## config.mk

```make
export PLATFORM = sky130hd
export DESIGN_NAME = spi_flash_arb
export DESIGN_NICKNAME = d
export VERILOG_FILES = /design/src/rtl/spi_arb_pkg.sv /design/src/rtl/spi_pin_mux.sv /design/src/rtl/spi_flash_arb.sv
export SDC_FILE = /design/constraint.sdc
export NUM_CORES = 1
export LEC_CHECK = 0
export ABC_AREA = 1
export CAP_MARGIN = 5
export CORE_UTILIZATION = 45
export DETAILED_ROUTE_END_ITERATION = 6
export PLACE_DENSITY = 0.84
export SKIP_LAST_GASP = 1
export SYNTH_ARGS = -nofsm -noshare
export SYNTH_HDL_FRONTEND = slang
export SYNTH_SLANG_ARGS = --single-unit
```

## constraint.sdc

```tcl
create_clock -name clk_i -period 2.45 [get_ports clk_i]
set_input_delay 0.245 -clock clk_i [delete_from_list [all_inputs] [get_ports clk_i]]
set_output_delay 0.245 -clock clk_i [all_outputs]
set_load 0.1 [all_outputs]
```

## src/rtl/spi_arb_pkg.sv

```systemverilog
// Shared types and sizes for the two-master SPI flash arbiter.
package spi_arb_pkg;

  localparam int unsigned N_REQ   = 2;
  localparam int unsigned GUARD_W = 8;

  typedef enum logic [1:0] {
    ST_IDLE  = 2'd0,
    ST_OWN0  = 2'd1,
    ST_OWN1  = 2'd2,
    ST_GUARD = 2'd3
  } arb_state_e;

  // One-hot grant vector for a requester index.
  function automatic logic [N_REQ-1:0] idx_onehot(input logic idx);
    return idx ? 2'b10 : 2'b01;
  endfunction

endpackage

```

## src/rtl/spi_pin_mux.sv

```systemverilog
// Stateless one-hot select of the owner's SCK/CSN/MOSI onto the flash pads,
// with an idle (CSN high) default, plus gated MISO fan-out back to the owner.
module spi_pin_mux
  import spi_arb_pkg::*;
(
  input  logic [N_REQ-1:0] gnt,
  input  logic [N_REQ-1:0] req_sck,
  input  logic [N_REQ-1:0] req_csn,
  input  logic [N_REQ-1:0] req_mosi,
  output logic [N_REQ-1:0] req_miso,
  output logic             pad_sck,
  output logic             pad_csn,
  output logic             pad_mosi,
  input  logic             pad_miso
);

  always_comb begin
    pad_sck  = 1'b0;
    pad_csn  = 1'b1;
    pad_mosi = 1'b0;
    if (gnt[0]) begin
      pad_sck  = req_sck[0];
      pad_csn  = req_csn[0];
      pad_mosi = req_mosi[0];
    end else if (gnt[1]) begin
      pad_sck  = req_sck[1];
      pad_csn  = req_csn[1];
      pad_mosi = req_mosi[1];
    end
  end

  assign req_miso = gnt & {N_REQ{pad_miso}};

endmodule

```

## src/rtl/spi_flash_arb.sv

```systemverilog
// Shares one SPI flash port between two masters; ownership changes only with
// CSN high, followed by a CSN-high guard. Define SPI_ARB_RR_EN for round-robin ties.
module spi_flash_arb
  import spi_arb_pkg::*;
#(
  parameter int unsigned GUARD_CYCLES = 2
) (
  input  logic             clk_i,
  input  logic             rst_i,
  input  logic [N_REQ-1:0] req_i,
  output logic [N_REQ-1:0] gnt_o,
  output logic             busy_o,
  output logic             err_o,
  input  logic [N_REQ-1:0] sck_i,
  input  logic [N_REQ-1:0] csn_i,
  input  logic [N_REQ-1:0] mosi_i,
  output logic [N_REQ-1:0] miso_o,
  output logic             sck_o,
  output logic             csn_o,
  output logic             mosi_o,
  input  logic             miso_i
);

  arb_state_e         state_q;
  logic [N_REQ-1:0]   gnt_q;
  logic [GUARD_W-1:0] cnt_q;
  logic               err_q;
  logic               win;
  logic               own_idx;
  logic               release_c;
  logic               intrude_c;

`ifdef SPI_ARB_RR_EN
  logic last_q;
  // On a tie the requester that did not win last time gets the grant.
  assign win = req_i[0] ? (req_i[1] ? ~last_q : 1'b0) : 1'b1;
`else
  assign win = ~req_i[0];
`endif

  assign own_idx   = (state_q == ST_OWN1);
  assign release_c = ~req_i[own_idx] & csn_i[own_idx];

  // CSN low from a non-owner while busy, or from anyone not requesting
  // (including an owner that dropped req early).
  assign intrude_c = ((state_q != ST_IDLE) && |(~csn_i & ~gnt_q)) || |(~csn_i & ~req_i);

  always_ff @(posedge clk_i) begin
    if (rst_i) begin
      state_q <= ST_IDLE;
      gnt_q   <= '0;
      cnt_q   <= '0;
      err_q   <= 1'b0;
`ifdef SPI_ARB_RR_EN
      last_q  <= 1'b1;
`endif
    end else begin
      if (intrude_c) err_q <= 1'b1;
      case (state_q)
        ST_IDLE: begin
          if (|req_i) begin
            state_q <= win ? ST_OWN1 : ST_OWN0;
            gnt_q   <= idx_onehot(win);
`ifdef SPI_ARB_RR_EN
            last_q  <= win;
`endif
          end
        end
        ST_OWN0, ST_OWN1: begin
          if (release_c) begin
            gnt_q <= '0;
            if (GUARD_CYCLES == 0) begin
              state_q <= ST_IDLE;
            end else begin
              cnt_q   <= GUARD_W'(GUARD_CYCLES - 1);
              state_q <= ST_GUARD;
            end
          end
        end
        ST_GUARD: begin
          if (cnt_q == '0) state_q <= ST_IDLE;
          else             cnt_q   <= cnt_q - GUARD_W'(1);
        end
      endcase
    end
  end

  assign gnt_o  = gnt_q;
  assign busy_o = (state_q != ST_IDLE);
  assign err_o  = err_q;

  spi_pin_mux u_pin_mux (
    .gnt      (gnt_q),
    .req_sck  (sck_i),
    .req_csn  (csn_i),
    .req_mosi (mosi_i),
    .req_miso (miso_o),
    .pad_sck  (sck_o),
    .pad_csn  (csn_o),
    .pad_mosi (mosi_o),
    .pad_miso (miso_i)
  );

endmodule
```

==> implementation parameters, run 1 <==
Parameter                              Value

Logic synthesis
  Number of synthesized flops with an enable pin ... 0
  Synth Register Bits ... 13
  Mapped Cells ... 148
  Post-synthesis instance area ... 916 um2
  Post-synth top area share ... 28.4%
  Yosys warns ... 0
  Seq/Total Area, Yosys ... 28.4%
  Library cell with the highest instance count after synthesis ... nand2_1
  Mapped Nets ... 165
  Cell accounting for the most synthesized area ... dfxtp_1
  Ranking of synthesized cells by area ... dfxtp_1 28%, nand2_1 13%, nor2_1 12%
  Commonest cells in the synthesized netlist ... 32 x nand2_1, 29 x nor2_1, 19 x inv_1
  Distinct cells, synth ... 21
  Synthesized area per cell ... 6.19 um2
  Async set or reset register ratio after synthesis ... 0%
  Flip-flop cell with the highest count after synthesis ... dfxtp_1

Clock tree
  Count of buffers added by post-CTS timing repair for setup ... 0
  Later-pin clock latency in the skew report ... 0.27 ns
  Clock tree sinks ... 13
  Clock Tree Root ... clkbuf_4
  Clock tree from TritonCTS ... done
  Hold Buf Count CTS ... 0
  CTS HTree Levels ... 1
  Clock-pin slew on the worst setup and hold paths ... 0.08 ns
  Number of buffers on the longest clock path ... 2
  Number of gates resized after cts ... 0
  CTS buffer count ... 3

Worst setup path
  Buffers and inverters on the worst path ... 3
  Reg2reg path depth ... 8
  Sort of element at the start of the critical path ... register
  Stages on the worst setup path ... 8
  Cell type with the highest occurrence count on the critical path ... inv_1
  Kind of capture point of the worst setup path ... register
  Worst path slowest cell ... dfxtp_1
  Critical path data arrival time ... 1.90 ns
  Maximum fanout along the worst path ... 11
  Critical setup path kind ... register to register
  Worst EP required ... 2.65 ns
  Series of cell instances along the critical path ... inv_1, ha_1, inv_1, nand2_1, nand3_2, inv_1, nand2_1, a21oi_1
  Largest delay share family, worst path ... buffers and inverters
  Biggest cell delay along the critical path ... 0.37 ns

Global route
  Total Routing Usage GR ... 20.5%
  Antenna violations before repair ... 0
  Global-route congestion overflow total ... 0
  First-pass GRT wire length ... 3270 um
  Maximum number of pins on one net before global-route repair ... 12
  Via count of the first global-routing pass ... 798

Die
  Row Count ... 15
  Area inside the core boundary ... 0.00182 mm2
  Ports ... 20
  Die Y ... 47.1 um
  Initial standard-cell utilization of the core ... 50.3%
  Full die area ... 0.00222 mm2
  Die Span X ... 47.1 um

Finish
  Number of antenna cells inserted ... 0
  Core occupancy in the finished layout ... 62.0%
  Ratio of cells with drive above 1 in the final layout ... 14.2%
  Area growth from synthesis to layout ... 23.2%
  Layout Nets ... 187

Drt
  DRC ... 0
  Number of search-and-repair iterations in the first detailed-routing pass ... 5
  First-iteration detailed-routing DRC count ... 37
  Detailed-route wire length ... 2010 um
  Routed len/inst ... 10.3 um
  Residual antenna-violating net count after detailed routing ... 0
  Vias ... 969
  Via-to-Cell Ratio ... 4.99

Placed design
  IO Port Bufs ... 19
  Estimated wirelength of the detail-placed design ... 1530 um
  Gp weighted congestion ... 0.834

Job
  Max-Cap Viols ... 0

Outcome
  Outcome ... finished clean

Timing
  Final setup violation count ... 0
  Final number of max-transition violations ... 0
  Final cycle utilization of the critical path ... 69.3%
  Slew Limit Headroom ... 71.5%
  Tmin final ... 1.70 ns
  Max Clock Skew ... 0.00234 ns
  Transition time of the tightest slew-check pin ... 0.426 ns
  Setup repair after global routing missed its margin ... no
  Max Clock Freq ... 589 MHz
  Tightest hold margin ... 0.512 ns
  Final-layout setup total negative slack ... 0 ns
  Fin. Hold Viols ... 0

Power and ir drop
  Highest ir drop seen on vdd ... 0.741 mV
  Static power due to leakage ... 0.000559 uW
  Pwr per Cell Area ... 1190 mW/mm2

Min path
  WHS Path Cells ... 2
  Class of the most critical hold timing path ... register to register
==> per-layer routing <==
layer / global-route usage [%] / wire length, um / up-vias
met3: 8.46 / 139 / 0
met4: 4.00 / 0 / 0
met2: 30.6 / 910 / 29
li1: - / - / 504
met1: 27.8 / 956 / 436
met5: 0 / 0 / -
==> cells in the final DEF (no fill, tap or decap) <==
master	synthesis	routed
dfxtp_1	13	13
nand3_2	3	3
inv_1	19	19
clkdlybuf4s50_1	0	10
ha_1	6	6
buf_4	0	9
nand2_2	1	1
a22o_1	2	2
nor2_1	29	28
a21oi_1	12	12
clkbuf_1	0	1
o22ai_1	1	1
inv_2	6	6
nand3_1	8	8
o211ai_1	1	1
nand2_1	32	32
nor3_1	3	3
clkbuf_4	0	3
o21ai_0	6	6
nor2_2	1	2
xor2_1	1	1
nand4_1	1	1
xnor2_1	1	1
==> stage by stage <==
stage,std cells,total power [uW],area [um2],setup slack (ns)
after floorplan,148,1060,918,0.0880
after global placement,190,1180,1100,0.846
after detailed placement,190,1210,1100,0.756
after CTS,194,1340,1130,0.769
after global routing,194,1460,1130,0.516
final,194,1340,1130,0.753
==> logic make-up (layout without fill, tap and decap cells) <==
group / count (synthesis) / count (layout) / share of synthesized area (%)
AOI/OAI and AO/OA: 22 / 22 / 13.3
xor gates and xnor gates: 2 / 2 / 1.91
adders and majority gates: 6 / 6 / 8.20
buffers and inverters: 27 / 48 / 11.9
DFF: 13 / 13 / 28.4
and+or+nand+nor: 78 / 78 / 36.3
==> layout make-up <==
type	instances	area, um2
clock buffer	4	26.3
fill	181	692
inverter	25	93.8
multi-input combinational	108	549
sequential	13	260
tap	25	31.3
timing repair buffer	19	168
==> worst register-to-register path: cells and delay by family, from the launching register on <==
family	cells	cell delay, ns
buffers and inverters	3	0.40
AOI/OAI and AO/OA	1	0.13
adders and majority gates	1	0.36
DFF	1	0.37
and+or+nand+nor	3	0.38
==> where the power goes <==
group | leakage (uW) | total, uW | switching [uW] | internal [uW]
combinational | 0.000438 | 910 | 656 | 254
sequential | 0.000106 | 300 | 44.6 | 256
clock | 0.0000150 | 130 | 66.7 | 63.1
total | 0.000559 | 1340 | 768 | 573
==> registers in the layout, summed over array words and instances (netlist names) <==
signal,cells
state_q,2
err_o,1
cnt_q,8
gnt_o,2
==> path summary, 6_finish.rpt <==
kind	from	slack [ns]	end
worst min-delay path	state_q[0]	0.51	state_q[0]
worst min register to register	state_q[0]	0.51	state_q[0]
worst max-delay path	state_q[1]	0.75	cnt_q[6]
worst max register to register	state_q[1]	0.75	cnt_q[6]
Power figures use the tool's default switching activity.
==> run 2: changes to the inputs <==
Clock period 2.45 ns to 1.8 ns, I/O delays scaled along.
==> run 2 against run 1 <==
  * Cell area grew 9.9%
  * Clock skew shrank 0.0017 ns
  * Core utilization grew 6.1 points
  * Power grew 50%
  * Clock-buffer cell count unchanged
  * Critical path depth is 1 higher
  * Cell count increased by 0.52%
  * Wire length is 5.2% higher
  * Via count is 1.4% higher
  * Sequential power grew 37%
  * First-iteration DRC count shrank 49%
  * Combinational power rose by 56%
  * Critical path type unchanged
  * Critical endpoint is now cnt_q[5]
==> implementation parameters, run 2 (synthesis gave the netlist of run 1 again) <==
Parameter                              Value

Worst setup path
  Sort of element at the start of the critical path ... register
  Worst path slowest cell ... dfxtp_1
  Kind of capture point of the worst setup path ... register
  Series of cell instances along the critical path ... inv_2, ha_1, inv_1, nand3_1, nand3_2, nand3_2, inv_1, nand2_1, a21oi_1
  Largest delay share family, worst path ... simple AND/OR/NAND/NOR gates
  Startpoint of the most critical setup path ... state_q[0]
  Endpoint of the worst-slack reg-to-reg timing path ... cnt_q[5]
  Reg2Reg Setup Slack ... 0.19 ns
  Biggest cell delay along the critical path ... 0.38 ns
  Buffers and inverters on the worst path ... 3
  Launch point of the worst reg-to-reg path ... state_q[0]
  Worst setup path end ... cnt_q[5]
  Maximum fanout along the worst path ... 11
  Critical path data arrival time ... 1.81 ns
  Worst EP required ... 2.00 ns
  Reg2reg path depth ... 9
  Stages on the worst setup path ... 9
  Critical setup path kind ... register to register

Drt
  First-iteration detailed-routing DRC count ... 19
  Vias ... 983
  Number of search-and-repair iterations in the first detailed-routing pass ... 4
  Detailed-route wire length ... 2110 um
  DRC ... 0
  Routed len/inst ... 10.8 um
  Residual antenna-violating net count after detailed routing ... 0
  Via-to-Cell Ratio ... 5.04

Finish
  Leading cell type in the layout, fill and taps excluded ... nand2_1
  Number of antenna cells inserted ... 0
  Top library cells by usage in the layout, fill and taps aside ... 32 x nand2_1, 27 x nor2_1, 16 x inv_1
  Max reg flops ... 8
  Core occupancy in the finished layout ... 68.1%
  Ratio of cells with drive above 1 in the final layout ... 20.0%
  Layout Nets ... 188
  Area growth from synthesis to layout ... 35.4%
  Largest register by flop count ... cnt_q

Clock tree
  Number of buffers on the longest clock path ... 2
  Hold Buf Count CTS ... 0
  Later-pin clock latency in the skew report ... 0.27 ns
  Clock tree from TritonCTS ... done
  Number of gates resized after cts ... 0
  Clock tree sinks ... 13
  Count of buffers added by post-CTS timing repair for setup ... 0
  CTS HTree Levels ... 1
  Clock Tree Root ... clkbuf_4
  CTS buffer count ... 3
  Clock-pin slew on the worst setup and hold paths ... 0.07 ns

Min path
  WHS Path Cells ... 2
  Class of the most critical hold timing path ... register to register

Power and ir drop
  Static power due to leakage ... 0.000584 uW
  Highest ir drop seen on vdd ... 0.957 mV
  Pwr per Cell Area ... 1620 mW/mm2
  Power after layout ... 2010 uW

Timing
  Max Clock Freq ... 621 MHz
  Tmin final ... 1.61 ns
  Final setup violation count ... 0
  Final-layout setup total negative slack ... 0 ns
  Slew Limit Headroom ... 81.4%
  Fin. Hold Viols ... 0
  Max Clock Skew ... 0.000615 ns
  Transition time of the tightest slew-check pin ... 0.281 ns
  Final number of max-transition violations ... 0
  Setup repair after global routing missed its margin ... no
  Final cycle utilization of the critical path ... 89.5%

Global route
  Via count of the first global-routing pass ... 860
  First-pass GRT wire length ... 3360 um
  Total Routing Usage GR ... 21.2%
  Global-route congestion overflow total ... 0
  Antenna violations before repair ... 0
  Maximum number of pins on one net before global-route repair ... 12

Die
  Area inside the core boundary ... 0.00182 mm2
  Die Y ... 47.1 um
  Initial standard-cell utilization of the core ... 50.3%
  Die Span X ... 47.1 um
  Full die area ... 0.00222 mm2
  Row Count ... 15
  Ports ... 20

Placed design
  IO Port Bufs ... 19
  Estimated wirelength of the detail-placed design ... 1720 um
  Gp weighted congestion ... 0.881

Job
  Max-Cap Viols ... 0

Outcome
  Outcome ... finished clean
## run 2: worst register-to-register path, delay by kind of cell, from the launching register on
kind                     cells  cell delay, ns
AO/OA/AOI/OAI                1            0.12
adder cells (fa/ha/maj)      1            0.22
buffers and inverters        3            0.35
flip-flops                   1            0.38
AND/OR/NAND/NOR              4            0.50
## run 2: power breakdown
group	leakage [uW]	internal (uW)	switching (uW)
logic	0.000462	481	943
registers	0.000107	351	61.1
clock network	0.0000150	85.8	82.2
total	0.000584	918	1090
## run 2: layout make-up
cell class / count / area, um2
Clock buffer: 4 / 26.3
Fill cell: 159 / 581
Inverter: 25 / 97.6
Multi-Input combinational cell: 108 / 572
Sequential cell: 13 / 263
Tap cell: 25 / 31.3
Timing Repair Buffer: 20 / 250
## run 2: worst min-delay path by stage
stage	to	slack, ns	startpoint
after global placement	gnt_o[1]	0.49	gnt_o[1]
after CTS	gnt_o[1]	0.51	gnt_o[1]
after detailed placement	gnt_o[1]	0.50	gnt_o[1]
after global routing	gnt_o[1]	0.54	gnt_o[1]
final	gnt_o[1]	0.50	gnt_o[1]
after floorplan	gnt_o[1]	0.34	req_i[1]
## run 2: per-layer routing
metal	GRT usage (%)	part of all wire (%)	vias to the layer above
met2	37.5	49	28
li1	-	-	514
met4	5.14	0.52	0
met5	0	0	-
met1	23.9	44	439
met3	8.08	6.5	2
## run 2: metrics by stage
step	area, um2	worst slack [ns]	cells	hold slack (ns)
after floorplan	947	0.0330	148	0.337
after global placement	1210	0.242	191	0.488
after detailed placement	1210	0.164	191	0.496
after CTS	1240	0.205	195	0.506
after global routing	1240	0.0182	195	0.544
final	1240	0.189	195	0.503
==> run 3: changes to the inputs <==
Settings changed: CORE_UTILIZATION 45 to 44, MAX_ROUTING_LAYER set to met4, PLACE_DENSITY 0.84 to 0.86, SLEW_MARGIN set to 5.
Clock period 1.8 ns to 1.3 ns, I/O delays scaled along.
==> run 3 against run 2 <==
  * The flow now finishes with violations (setup timing)
  * Hold slack got worse by 0.10 ns
  * Sequential share of layout area fell by 5.4 points
  * Clock-buffer cell count did not move
  * Critical path depth fell by 1
  * Die area rose by 2.2%
  * Largest power group unchanged
  * Highest routed layer unchanged
==> implementation parameters, run 3 (synthesis gave the netlist of run 1 again) <==
Parameter                              Value

Global route
  Via count of the first global-routing pass ... 1187
  First-pass GRT wire length ... 5820 um
  Antenna violations before repair ... 0
  Total Routing Usage GR ... 39.0%
  Maximum number of pins on one net before global-route repair ... 10
  Global-route congestion overflow total ... 0

Timing
  Final number of max-transition violations ... 0
  Final-layout setup total negative slack ... -1.43 ns
  Slew Limit Headroom ... 80.7%
  Setup repair after global routing missed its margin ... yes
  Tmin final ... 1.45 ns
  Transition time of the tightest slew-check pin ... 0.288 ns
  Final worst slack ... -0.149 ns
  Final setup violation count ... 15
  Max Clock Freq ... 690 MHz
  Fin. Hold Viols ... 0
  Max Clock Skew ... 0.00248 ns
  Final cycle utilization of the critical path ... 111%

Die
  Full die area ... 0.00227 mm2
  Row Count ... 16
  Initial standard-cell utilization of the core ... 46.7%
  Ports ... 20
  Die Y ... 47.6 um
  Area inside the core boundary ... 0.00196 mm2
  Die Span X ... 47.6 um

Clock tree
  Number of buffers on the longest clock path ... 2
  CTS buffer count ... 3
  Hold Buf Count CTS ... 0
  Clock tree sinks ... 13
  Clock Tree Root ... clkbuf_4
  Clock-pin slew on the worst setup and hold paths ... 0.09 ns
  Clock tree from TritonCTS ... done
  Later-pin clock latency in the skew report ... 0.29 ns
  CTS HTree Levels ... 1

Outcome
  Outcome ... finished, violations left
  Failing checks ... setup timing

Finish
  Filler cells ... 77
  Largest register by flop count ... cnt_q
  Multi-input gate area ... 836 um2
  Layout Nets ... 211
  Number of antenna cells inserted ... 0
  Max reg flops ... 8
  Core occupancy in the finished layout ... 90.4%
  Top library cells by usage in the layout, fill and taps aside ... 21 x nand2_1, 21 x nor2_1, 19 x buf_4
  Sequential standard cell area ... 280 um2
  Ratio of cells with drive above 1 in the final layout ... 56.0%
  Area growth from synthesis to layout ... 93.7%

Min path
  Class of the most critical hold timing path ... input port to register

Drt
  First-iteration detailed-routing DRC count ... 124
  Number of search-and-repair iterations in the first detailed-routing pass ... 5
  M1 wire length ... 1630 um
  Vias ... 1368
  DR WL met3 ... 567 um
  Detailed-route wire length ... 4790 um
  Residual antenna-violating net count after detailed routing ... 0
  Top sig layer ... met4
  DRC ... 0
  Wire length on met2 ... 2180 um
  Via-to-Cell Ratio ... 6.22
  Routed len/inst ... 21.8 um

Worst setup path
  Biggest cell delay along the critical path ... 0.35 ns
  Sort of element at the start of the critical path ... register
  Worst EP required ... 1.52 ns
  Worst path slowest cell ... dfxtp_2
  Buffers and inverters on the worst path ... 1
  Critical path data arrival time ... 1.67 ns
  Kind of capture point of the worst setup path ... register
  Maximum fanout along the worst path ... 3
  Largest delay share family, worst path ... simple AND/OR/NAND/NOR gates
  Critical setup path kind ... register to register
  Series of cell instances along the critical path ... buf_4, nor2_1, nand2_1, o21ai_1, nand2_1, nor2_1, nand2_2, a21oi_2

Placed design
  Gp weighted congestion ... 0.859
  IO Port Bufs ... 19
  Estimated wirelength of the detail-placed design ... 1990 um

Power and ir drop
  Highest ir drop seen on vdd ... 1.91 mV
  Static power due to leakage ... 0.000757 uW
  Power after layout ... 4190 uW
  Pwr per Cell Area ... 2360 mW/mm2

Job
  Max-Cap Viols ... 0
==> run 3: changes by cell type in the layout (fill, tap and decap cells not counted), moves of 5 or more <==
cell,delta
nand2_2,+7
a21oi_1,-7
a21oi_2,+6
o21ai_0,-5
ha_1,-5
dfxtp_1,-6
inv_1,-11
nor2_4,+6
inv_4,+6
nand2_1,-11
nor2_1,-6
buf_4,+15
==> run 3: worst paths after layout <==
kind                   start          to  slack, ns  depth (start not counted)
setup / recovery    cnt_q[1]    cnt_q[5]      -0.15                          8
setup reg to reg    cnt_q[1]    cnt_q[5]      -0.15                          8
hold reg to reg   state_q[0]  state_q[0]       0.53                          2
hold / removal      csn_i[1]       err_o       0.40                          5
==> run 3: per-stage QoR <==
step	cells	hold WS (ns)	cell area [um2]	setup slack [ns]
after global routing	220	0.427	1770	-0.292
after global placement	208	0.492	1400	-0.142
after detailed placement	208	0.497	1400	-0.247
after floorplan	148	0.284	982	-0.425
after CTS	217	0.515	1610	-0.0435
final	220	0.399	1770	-0.149
==> run 3: power breakdown <==
| group | internal, uW | switching (uW) |
|---|---|---|
| Sequential | 510 | 122 |
| Clock | 119 | 153 |
| Combinational | 1270 | 2010 |
| Total | 1900 | 2290 |
==> run 3: timing repair <==
item | 4_1_cts | 5_1_grt
cloned | 1 | 0
pin swaps | 10 | 14
endpoints found under the hold margin | 0 | 0
buffers inserted | 4 | 3
resized for setup | 37 | 47
setup endpoints to repair | 14 | 17
==> run 3: area by class of cell <==
type / count / share of cell area [%]
Tap cell: 27 / 1.90
Sequential cell: 13 / 15.8
Multi-Input combinational cell: 109 / 47.1
Clock buffer: 4 / 1.48
Inverter: 25 / 7.05
Timing Repair Buffer: 42 / 26.7
==> run 3: metal layers <==
metal	global-route usage, %	vias to the layer above
met3	11.3	57
li1	-	561
met5	-	-
met2	62.5	145
met1	45.0	605
met4	17.8	0
==> run 3: worst reg2reg max path, stage by stage (launching register included) <==
cell	delay [ns]
dfxtp_2	0.35
buf_4	0.14
nor2_1	0.12
nand2_1	0.15
o21ai_1	0.18
nand2_1	0.07
nor2_1	0.17
nand2_2	0.08
a21oi_2	0.12
